`src/rtl/argmax_10_16.sv`:
```
// Streaming argmax: collects M signed elements over a valid/ready input,
// then presents the index and value of the largest one over a valid/ready
// output. Ties keep the lowest index. Requires 2**IDXW >= M and WIDTH >= IDXW.
module argmax_10_16 #(
    parameter int WIDTH = 16,
    parameter int M     = 10,
    parameter int IDXW  = 4
) (
    input  logic                    clk,
    input  logic                    reset,
    input  logic signed [WIDTH-1:0] s_data_in_x,
    input  logic                    s_valid_x,
    output logic                    s_ready_x,
    output logic        [WIDTH-1:0] m_data_out_y,
    output logic signed [WIDTH-1:0] m_max_out,
    output logic                    m_valid_y,
    input  logic                    m_ready_y
);

    typedef enum logic {
        ST_COLLECT,
        ST_OUTPUT
    } state_t;

    localparam logic [IDXW-1:0] LAST_IDX = IDXW'(M - 1);

    state_t                  state;
    state_t                  state_next;
    logic        [IDXW-1:0]  cnt;
    logic signed [WIDTH-1:0] run_max;
    logic        [IDXW-1:0]  run_idx;

    logic                    accept;
    logic                    last_elem;
    logic                    take_new;
    logic signed [WIDTH-1:0] new_max;
    logic        [IDXW-1:0]  new_idx;

    assign accept    = s_valid_x && s_ready_x;
    assign last_elem = (cnt == LAST_IDX);

    // The first element of a vector always wins; later ones need a strictly
    // greater signed value, so equal values leave the earlier index in place.
    assign take_new = (cnt == '0) || (s_data_in_x > run_max);
    assign new_max  = take_new ? s_data_in_x : run_max;
    assign new_idx  = take_new ? cnt : run_idx;

    // State register.
    // NOTE: sequential state uses non-blocking assignments so every flop
    // samples pre-edge values regardless of statement order.
    always_ff @(posedge clk or negedge reset) begin
        if (!reset) begin
            state <= ST_COLLECT;
        end else begin
            state <= state_next;
        end
    end

    // Next-state and handshake outputs, decoded from the registered state so
    // ready/valid never depend combinationally on the partner's signal.
    // NOTE: every output gets a default first so no path leaves one unassigned
    // and no latch is inferred.
    always_comb begin
        state_next = state;
        s_ready_x  = 1'b0;
        m_valid_y  = 1'b0;
        case (state)
            ST_COLLECT: begin
                s_ready_x = 1'b1;
                if (s_valid_x && last_elem) begin
                    state_next = ST_OUTPUT;
                end
            end
            ST_OUTPUT: begin
                m_valid_y = 1'b1;
                if (m_ready_y) begin
                    state_next = ST_COLLECT;
                end
            end
            default: state_next = ST_COLLECT;
        endcase
    end

    // Element counter, running max/index and the result registers; nothing
    // moves without an accepted element, so idle gaps and output stalls are
    // lossless.
    always_ff @(posedge clk or negedge reset) begin
        if (!reset) begin
            cnt          <= '0;
            run_max      <= '0;
            run_idx      <= '0;
            m_max_out    <= '0;
            m_data_out_y <= '0;
        end else if (accept) begin
            run_max <= new_max;
            run_idx <= new_idx;
            if (last_elem) begin
                cnt          <= '0;
                m_max_out    <= new_max;
                m_data_out_y <= WIDTH'(new_idx);
            end else begin
                cnt <= cnt + IDXW'(1);
            end
        end
    end

endmodule

```
`config.mk`:
```
export PLATFORM = sky130hd
export DESIGN_NAME = argmax_10_16
export DESIGN_NICKNAME = d
export VERILOG_FILES = /design/src/rtl/argmax_10_16.sv
export SDC_FILE = /design/constraint.sdc
export NUM_CORES = 1
export LEC_CHECK = 0
export ABC_AREA = 0
export BUFFER_PORTS_ARGS = -buffer_cell sky130_fd_sc_hd__buf_2
export CAP_MARGIN = 15
export CORE_AREA = 4 4 97 99
export DETAILED_ROUTE_END_ITERATION = 6
export DIE_AREA = 0 0 101 103
export GPL_TIMING_DRIVEN = 0
export PLACE_DENSITY_LB_ADDON = 0.25
export SLEW_MARGIN = 20
export SYNTH_ARGS = -nofsm -noshare
export SYNTH_HDL_FRONTEND = slang
export SYNTH_SLANG_ARGS = --single-unit
```
`constraint.sdc`:
```
create_clock -name clk -period 7.1 [get_ports clk]
set_input_delay 0.71 -clock clk [delete_from_list [all_inputs] [get_ports clk]]
set_output_delay 0.71 -clock clk [all_outputs]
set_load 0.02 [all_outputs]
```
### Yosys cells after proc, flatten, opt, wreduce, memory -nomap -nowiden

Index checks and enable logic that the tools add are counted.

| cells by class | value |
|---|---|
| equal/unequal tests | 1 |
| bitwise logic cells | 1 |
| magnitude comparators | 1 |
| mux-type cells | 8 |
| reduce and logical (&&, ||, !) cells | 5 |
| add/sub/neg operators | 1 |

Operators with widths:

| kind | number |
|---|---|
| 16-bit > comparator | 1 |
| 16-bit 2-to-1 mux | 1 |
| 4-bit 2-to-1 mux | 2 |
| 4-bit by 1-bit adder with 4-bit output (second input constant) | 1 |
| 4-bit equality test (second input constant) | 1 |
| 4-bit zero test | 1 |
| 1-bit 2-to-1 mux | 4 |
| 1-bit logical AND | 2 |
| 1-bit case mux with 2 select lines | 1 |
| 2-bit AND reduction | 1 |
| 1-bit logical OR | 1 |
| 1-bit NOT | 1 |

| word-level totals | value |
|---|---|
| input bits | 20 |
| output and inout bits | 34 |
| register bits after elaboration | 45 |

### Longest topological paths before layout

Gate-level depths: netlist of run 1.

| logic depth | value |
|---|---|
| depth after elaboration | 4 |
| mapped depth | 10 |
| mapped depth without buffers | 9 |

### Worst setup path before layout of run 1

Ideal clock, no wire load.

| timing | value |
|---|---|
| path kind | in2reg |
| start | in s_data_in_x[15] |
| end | reg run_idx[0] |
| data required time | 6.975 ns |
| library setup time | 0.125 ns |
| path buffers | 1 |
| data arrival time | 2.842 ns |
| stages on the path | 8 |
| setup slack | 4.133 ns |
| path through | ha_1 > nand4_2 > or4_4 > or2_1 > a211o_4 > nand2_4 > buf_12 > mux2_4 |

| between the ends | value |
|---|---|
| longest elaborated chain between the ends | 3 |

Ends and longest elaborated chain:

| item | line | text |
|---|---|---|
| from (decl) | 11 | `input logic signed [WIDTH-1:0] s_data_in_x,` |
| 16-bit > comparator | 44 | `assign take_new = (cnt == '0) \|\| (s_data_in_x > run_max);` |
| 1-bit logical OR | 44 |  |
| 4-bit 2-to-1 mux | 46 | `assign new_idx = take_new ? cnt : run_idx;` |
| to (signal assigned) | 96 | `run_idx <= new_idx;` |
| to (decl) | 31 | `logic [IDXW-1:0] run_idx;` |

Every way passes these cells.
A chain may end at the register's enable or synchronous reset.

### Worst setup path in the final report of run 1

| timing | value |
|---|---|
| start | in s_data_in_x[15] |
| end | reg run_max[0] |

| between the ends | value |
|---|---|
| longest elaborated chain between the ends | 3 |

Ends and longest elaborated chain:

| item | line | text |
|---|---|---|
| 16-bit > comparator | 44 |  |
| 1-bit logical OR | 44 |  |
| 16-bit 2-to-1 mux | 45 | `assign new_max = take_new ? s_data_in_x : run_max;` |
| to (signal assigned) | 95 | `run_max <= new_max;` |
| to (decl) | 30 | `logic signed [WIDTH-1:0] run_max;` |

Every way passes these cells.

==> out/summary.txt, run 1 <==
max cap viols = 0
DRC viols = 0
sequential fraction of the synthesis area = 44.5%
H-tree depth = 2
GRT Total Usage = 10.7%
initial antenna violation count = 0
Netlist cell types = 38
Final Non-Filler Cells = 397
Crit Reg-Reg Startpoint = run_max[15]$_DFFE_PN0P_
core footprint = 0.00855 mm²
total grt overflow = 0
Layout Nets = 324
placed inst area = 0.00292 mm²
CP Launch Type = input pin
PwrDens = 474 mW/mm²
share of layout cells above drive strength 1 = 31.1%
Initial Util = 29.6%
Post-Syn Area = 0.00253 mm²
Final Wtd Congestion = 0.716
number of port buffers = 41
Post-CTS Hold Fix Bufs = 0
Detail Route Antenna Nets = 0
Die Span Y = 103 µm
Yosys warning total = 0
drt wl/cell = 13.6 µm
maximum vdd drop = 0.153 mV
# diodes = 0
area grow syn2layout = 20.7%
Vias/cell = 4.49
Root Driver = clkbuf_8
CP Data Arrival Time = 3.10 ns
Leakage = 1.57 nW
CP Class = in -> reg
required time worst endpoint = 7.28 ns
unrepaired setup endpoints after global routing = false
Final setup viols = 0
synthesized instance count = 229
Worst-Margin Slew = 0.679 ns
first-pass GRT wire length = 8.72 mm
Hold Path Class = in -> async
clk slew on worst S/H paths = 0.08 ns
crit path max fanout = 10
outcome = completed
Synth Area per Inst = 11.1 µm²
DP HPWL = 3.96 mm
Max-slew headroom = 54.5%
vias in the first global route = 1,721
Placed Cells = 389
clock latency on the worst-skew pair = 0.30 ns
Slew Limit Fails = 0
Worst setup EP type = flop
CTS tree = yes
Sink Count = 45
worst clock skew = 0.00965 ns
WL final = 5.42 mm
Worst Hold Slack = 0.402 ns
#FFs+latches synth = 45
minimum clock period = 2.92 ns
Design Area, Final = 0.00305 mm²
Num CTS Buffers = 5
Final Hold Violating Endpoints = 0
Post-CTS Setup Bufs = 0
Longest Clk Path Bufs = 2
Critical Path Start = s_data_in_x[15]
maximum number of pins on one net before global-route repair = 46
TritonRoute pass-1 iters = 4
initial detailed-routing violation count = 27
post-CTS sizing = 0
routed vias = 1,781
period utilization = 41.1%
Max Freq = 342 MHz
Site Rows = 34
IO Count = 54
die width = 101 µm
setup_tns = 0 ns
die area = 0.0104 mm²
[worst paths after layout]
kind / to / slack [ns] / cells after the start
max: run_max[0]$_DFFE_PN0P_ / 4.18 / 9
min: m_max_out[11]$_DFFE_PN0P_ / 0.40 / 1
max reg2reg: run_max[0]$_DFFE_PN0P_ / 4.30 / 9
min reg2reg: m_data_out_y[0]$_DFFE_PN0P_ / 0.48 / 2
max in group asynchronous: run_max[12]$_DFFE_PN0P_ / 6.28 / 1
min in group clk: m_data_out_y[0]$_DFFE_PN0P_ / 0.48 / 2
[routing by layer]
layer	track usage (%)	wire length (µm)
met5	0	0
met4	3.07	65
met3	1.89	228
met2	16.9	2520
met1	15.1	2600
[where the power goes]
group / switching (W) / total [W] / internal (W)
registers: 0.0000850 / 0.000468 / 0.000383
clock network: 0.0000893 / 0.000229 / 0.000140
logic: 0.000381 / 0.000750 / 0.000369
total: 0.000555 / 0.00145 / 0.000892
[sequential cells by signal, indices dropped and copies added, names as in the netlist]
signal / cells
cnt: 4
run_max: 16
run_idx: 4
m_data_out_y: 4
m_max_out: 16
state: 1
[critical path, stage by stage]
cell,delay (ns)
buf_2,0.12
ha_1,0.35
nand4_2,0.17
or4_4,0.55
or2_1,0.27
a211o_4,0.37
nand2_4,0.10
buf_12,0.16
mux2_4,0.30
[cell families after synthesis]
kind of cell / Yosys count / synth area share [%]
flops: 45 / 44.5
buf+inv: 37 / 9.19
compound gates: 40 / 9.44
other cells: 1 / 0.148
mux: 35 / 17.4
simple gates: 53 / 10.7
xor+xnor: 2 / 0.692
fa+ha+maj: 16 / 7.91
[placed cells by master, fill, tap and decap left out, types with 3 or more instances in the layout]
cell type,netlist,final
o21ai_0,9,9
nand4_1,4,4
buf_2,1,41
clkbuf_8,0,5
mux2_4,18,18
buf_4,12,13
nor2_1,18,18
clkbuf_1,3,3
nor2b_1,4,4
dfrtp_1,45,45
conb_1,1,12
mux2i_1,17,17
inv_1,17,17
a21oi_1,21,21
ha_1,16,16
nand2_1,11,11
a21o_1,3,3
[synth_stat cells]
cell	number	share of area, %
dfrtp_1	45	44
a21oi_1	21	4.2
mux2_4	18	11
nor2_1	18	2.7
inv_1	17	2.5
mux2i_1	17	6.7
ha_1	16	7.9
buf_4	12	3.6
nand2_1	11	1.6
o21ai_0	9	1.8
nand4_1	4	0.99
nor2b_1	4	0.99
a21o_1	3	0.89
clkbuf_1	3	0.44
nor3_1	3	0.59
a22o_1	2	0.69
buf_12	2	1.6
buf_6	2	0.89
nand2b_1	2	0.49
o211ai_1	2	0.59
a2111oi_0	1	0.35
a211o_4	1	0.69
and2_1	1	0.25
and3_1	1	0.25
buf_2	1	0.20
conb_1	1	0.15
nand2_4	1	0.44
nand3_1	1	0.20
nand4_2	1	0.49
nor3b_1	1	0.30
nor4_1	1	0.25
o21bai_1	1	0.30
or2_1	1	0.25
or2_2	1	0.25
or3_1	1	0.25
or4_4	1	0.44
xnor2_1	1	0.35
xor2_1	1	0.35
[per-stage QoR]
stage	power [W]	setup WS, ns	utilization [%]
5_1_grt	0.00156	4.04	35.7
3_3_place_gp	0.00122	3.73	34.1
2_1_floorplan	0.00105	4.13	-
4_1_cts	0.00147	4.17	35.7
3_5_place_dp	0.00124	3.86	34.1
6_report	0.00145	4.18	35.7
[area by class of cell]
cell class | instances | area (µm²)
Inverter | 17 | 63.8
Clock buffer | 5 | 68.8
Multi-Input combinational cell | 158 | 1220
Clock inverter | 3 | 65.1
Fill cell | 897 | 5500
Tap cell | 108 | 135
Sequential cell | 45 | 1130
Buffer | 20 | 169
Timing Repair Buffer | 41 | 208
Note: power is estimated with default switching activity, not from simulation.
==> inputs of run 2 (changes only) <==
==> constraint.sdc (replaced) <==
create_clock -name clk -period 2.4 [get_ports clk]
set_input_delay 0.24 -clock clk [delete_from_list [all_inputs] [get_ports clk]]
set_output_delay 0.24 -clock clk [all_outputs]
set_load 0.02 [all_outputs]
==> out/summary.txt, run 2 (synthesis gave the netlist of run 1 again) <==
PwrDens = 1370 mW/mm² (+190%)
crit path max fanout = 10 (unchanged)
slowest CP cell = or4_4
Reg2Reg Setup Slack = -0.25 ns (-4.55 ns)
vias in the first global route = 1,890 (+9.8%)
Worst-Margin Slew = 0.590 ns (-0.0885 ns)
Initial Util = 29.6% (unchanged)
core footprint = 0.00855 mm² (unchanged)
initial antenna violation count = 0 (unchanged)
FF/Latch Area = 0.00113 mm² (unchanged)
Worst Hold Slack = 0.105 ns (-0.297 ns)
Longest Clk Path Bufs = 2 (unchanged)
Max Freq = 377 MHz
Worst setup EP type = flop
Int Pwr = 0.00267 W (+200%)
Max-slew headroom = 60.6% (+6.1 points)
Root Driver = clkbuf_8
maximum vdd drop = 0.465 mV (+200%)
max cap viols = 0 (unchanged)
CTS tree = yes
Crit Reg-Reg Startpoint = run_max[8]$_DFFE_PN0P_
min-delay src = m_ready_y
WL final = 5.62 mm (+3.7%)
Slew Limit Fails = 0 (unchanged)
crit path capture = run_max[1]$_DFFE_PN0P_
commonest non-fill, non-tap cell in the layout = dfrtp_1
outcome = complete, but fails checks
delay of the slowest critical-path stage = 0.53 ns (-0.02 ns)
Critical R2R Capture = run_max[1]$_DFFE_PN0P_
unrepaired setup endpoints after global routing = true
GRT Total Usage = 11.5% (+0.78 points)
Site Rows = 34 (unchanged)
drt wl/cell = 13.7 µm (+0.39%)
DP HPWL = 3.96 mm (-0.13%)
number of port buffers = 41 (unchanged)
crit path cell chain = inv_1 -> ha_1 -> nand4_1 -> or4_4 -> or2_4 -> a211o_4 -> nand2_4 -> buf_12 -> mux2_4
Vias/cell = 4.46 (-0.67%)
CP Data Arrival Time = 2.83 ns (-0.27 ns)
CP Class = reg -> reg
share of layout cells above drive strength 1 = 38.7% (+7.6 points)
first-pass GRT wire length = 9.34 mm (+7.0%)
minimum clock period = 2.65 ns
DR top layer = met4
R2R depth = 9 (unchanged)
WL met3 = 282 µm (+24%)
layout filler cell count = 871 (-2.9%)
total grt overflow = 0 (unchanged)
worst clock skew = 0.0140 ns (+0.00437 ns)
Final Hold Violating Endpoints = 0 (unchanged)
Final setup viols = 37 (+37)
TritonRoute pass-1 iters = 4 (unchanged)
period utilization = 110%
area grow syn2layout = 27.4%
H-tree depth = 2 (unchanged)
die area = 0.0104 mm² (unchanged)
violated checks = setup timing
most frequent cells in the layout = dfrtp_1 (45), buf_2 (41), buf_4 (23), a21oi_1 (21)
Hold Path Class = in -> reg
routed vias = 1,827 (+2.6%)
Sw Pwr = 0.00176 W (+220%)
Final Wtd Congestion = 0.739 (+3.3%)
Layout Nets = 337 (+4.0%)
# diodes = 0 (unchanged)
CP Launch Type = flop
final critical-path setup slack = -0.250 ns (-4.43 ns)
post-layout util = 37.7% (+2.0 points)
combinational share of power = 58.5% (+6.7 points)
required time worst endpoint = 2.58 ns (-4.70 ns)
biggest registers after layout = m_max_out x16, run_max x16
clk slew on worst S/H paths = 0.09 ns (about the same)
die width = 101 µm (unchanged)
Die Span Y = 103 µm (unchanged)
Design Power = 0.00442 W (+210%)
Design Area, Final = 0.00322 mm² (+5.6%)
initial detailed-routing violation count = 41 (+52%)
hold depth = 2
placed inst area = 0.00297 mm² (+1.8%)
switching share of total power = 39.7% (+1.4 points)
DRC viols = 0 (unchanged)
Critical Path Start = run_max[8]$_DFFE_PN0P_
clock network power share = 10.4% (-5.4 points)
Detail Route Antenna Nets = 0 (unchanged)
Leakage = 1.62 nW (+3.1%)
WL met1 = 2.69 mm (+3.5%)
Num CTS Buffers = 5 (unchanged)
Sink Count = 45 (unchanged)
IO Count = 54 (unchanged)
setup slack at placement = -0.544 ns (-4.40 ns)
Seq pwr share = 31.1% (-1.3 points)
area of the multi-input gates = 0.00133 mm² (+9.1%)
routed length on met2 = 2.57 mm (+2.0%)
clock latency on the worst-skew pair = 0.30 ns (about the same)
maximum number of pins on one net before global-route repair = 46 (unchanged)
-- run 2: changes by cell type in the layout (fill, tap and decap cells not counted), sizes merged --
cell and change:
buf +12, clkinv +1, clkbuf +1, dlygate4sd3 +1
bufinv -2
-- run 2: per-stage QoR --
stage / cells / setup TNS (ns)
floorplan: 240 / -1.53
global placement: 389 / -11.59
detailed placement: 389 / -14.36
CTS: 405 / -6.57
global route: 410 / -9.39
finish: 410 / -5.68
-- run 2: how the worst min path moves through the flow --
stage                                    end
final                        state$_DFF_PN0_
after global routing         state$_DFF_PN0_
after CTS                    state$_DFF_PN0_
after detailed placement     state$_DFF_PN0_
after global placement       state$_DFF_PN0_
after floorplan           cnt[0]$_DFFE_PN0P_
-- run 2: critical path, delay by kind of cell, from the launching register on --
kind / cells / cell delay (ns)
compound gates: 1 / 0.37
fa+ha+maj: 1 / 0.29
buf+inv: 2 / 0.20
flops: 1 / 0.37
mux: 1 / 0.30
simple gates: 4 / 0.99
-- run 2: power groups by stage --
stage	logic [W]	registers (W)	clock network [W]
floorplan	0.00161	0.00156	0
global placement	0.00231	0.00139	0
detailed placement	0.00233	0.00140	0
CTS	0.00267	0.00138	0.000489
global route	0.00286	0.00144	0.000525
finish	0.00259	0.00137	0.000460
-- run 2: per-layer routing --
| layer | track usage [%] | vias up |
|---|---|---|
| met5 | 0 | - |
| met4 | 3.37 | 0 |
| met3 | 3.32 | 8 |
| met2 | 18.1 | 40 |
| met1 | 15.4 | 873 |
| li1 | - | 906 |
-- run 2: layout make-up --
class,instances,share of cell area (%)
inverters,17,1.98
clock inverters,2,0.310
flip-flops and latches,45,34.9
well taps,108,4.19
multi-input cells,158,41.2
plain buffers,19,4.97
repair buffers,55,10.1
clock buffers,6,2.25
-- run 2: what timing repair did --
item / CTS / global route
setup endpoints to repair: 40 / 40
resized for setup: 12 / 12
pin swaps: 5 / 6
buffers inserted: 7 / 6
hold buffers: 0 / 1
gates cloned: 1 / 0
hold endpoints to repair: 0 / 45
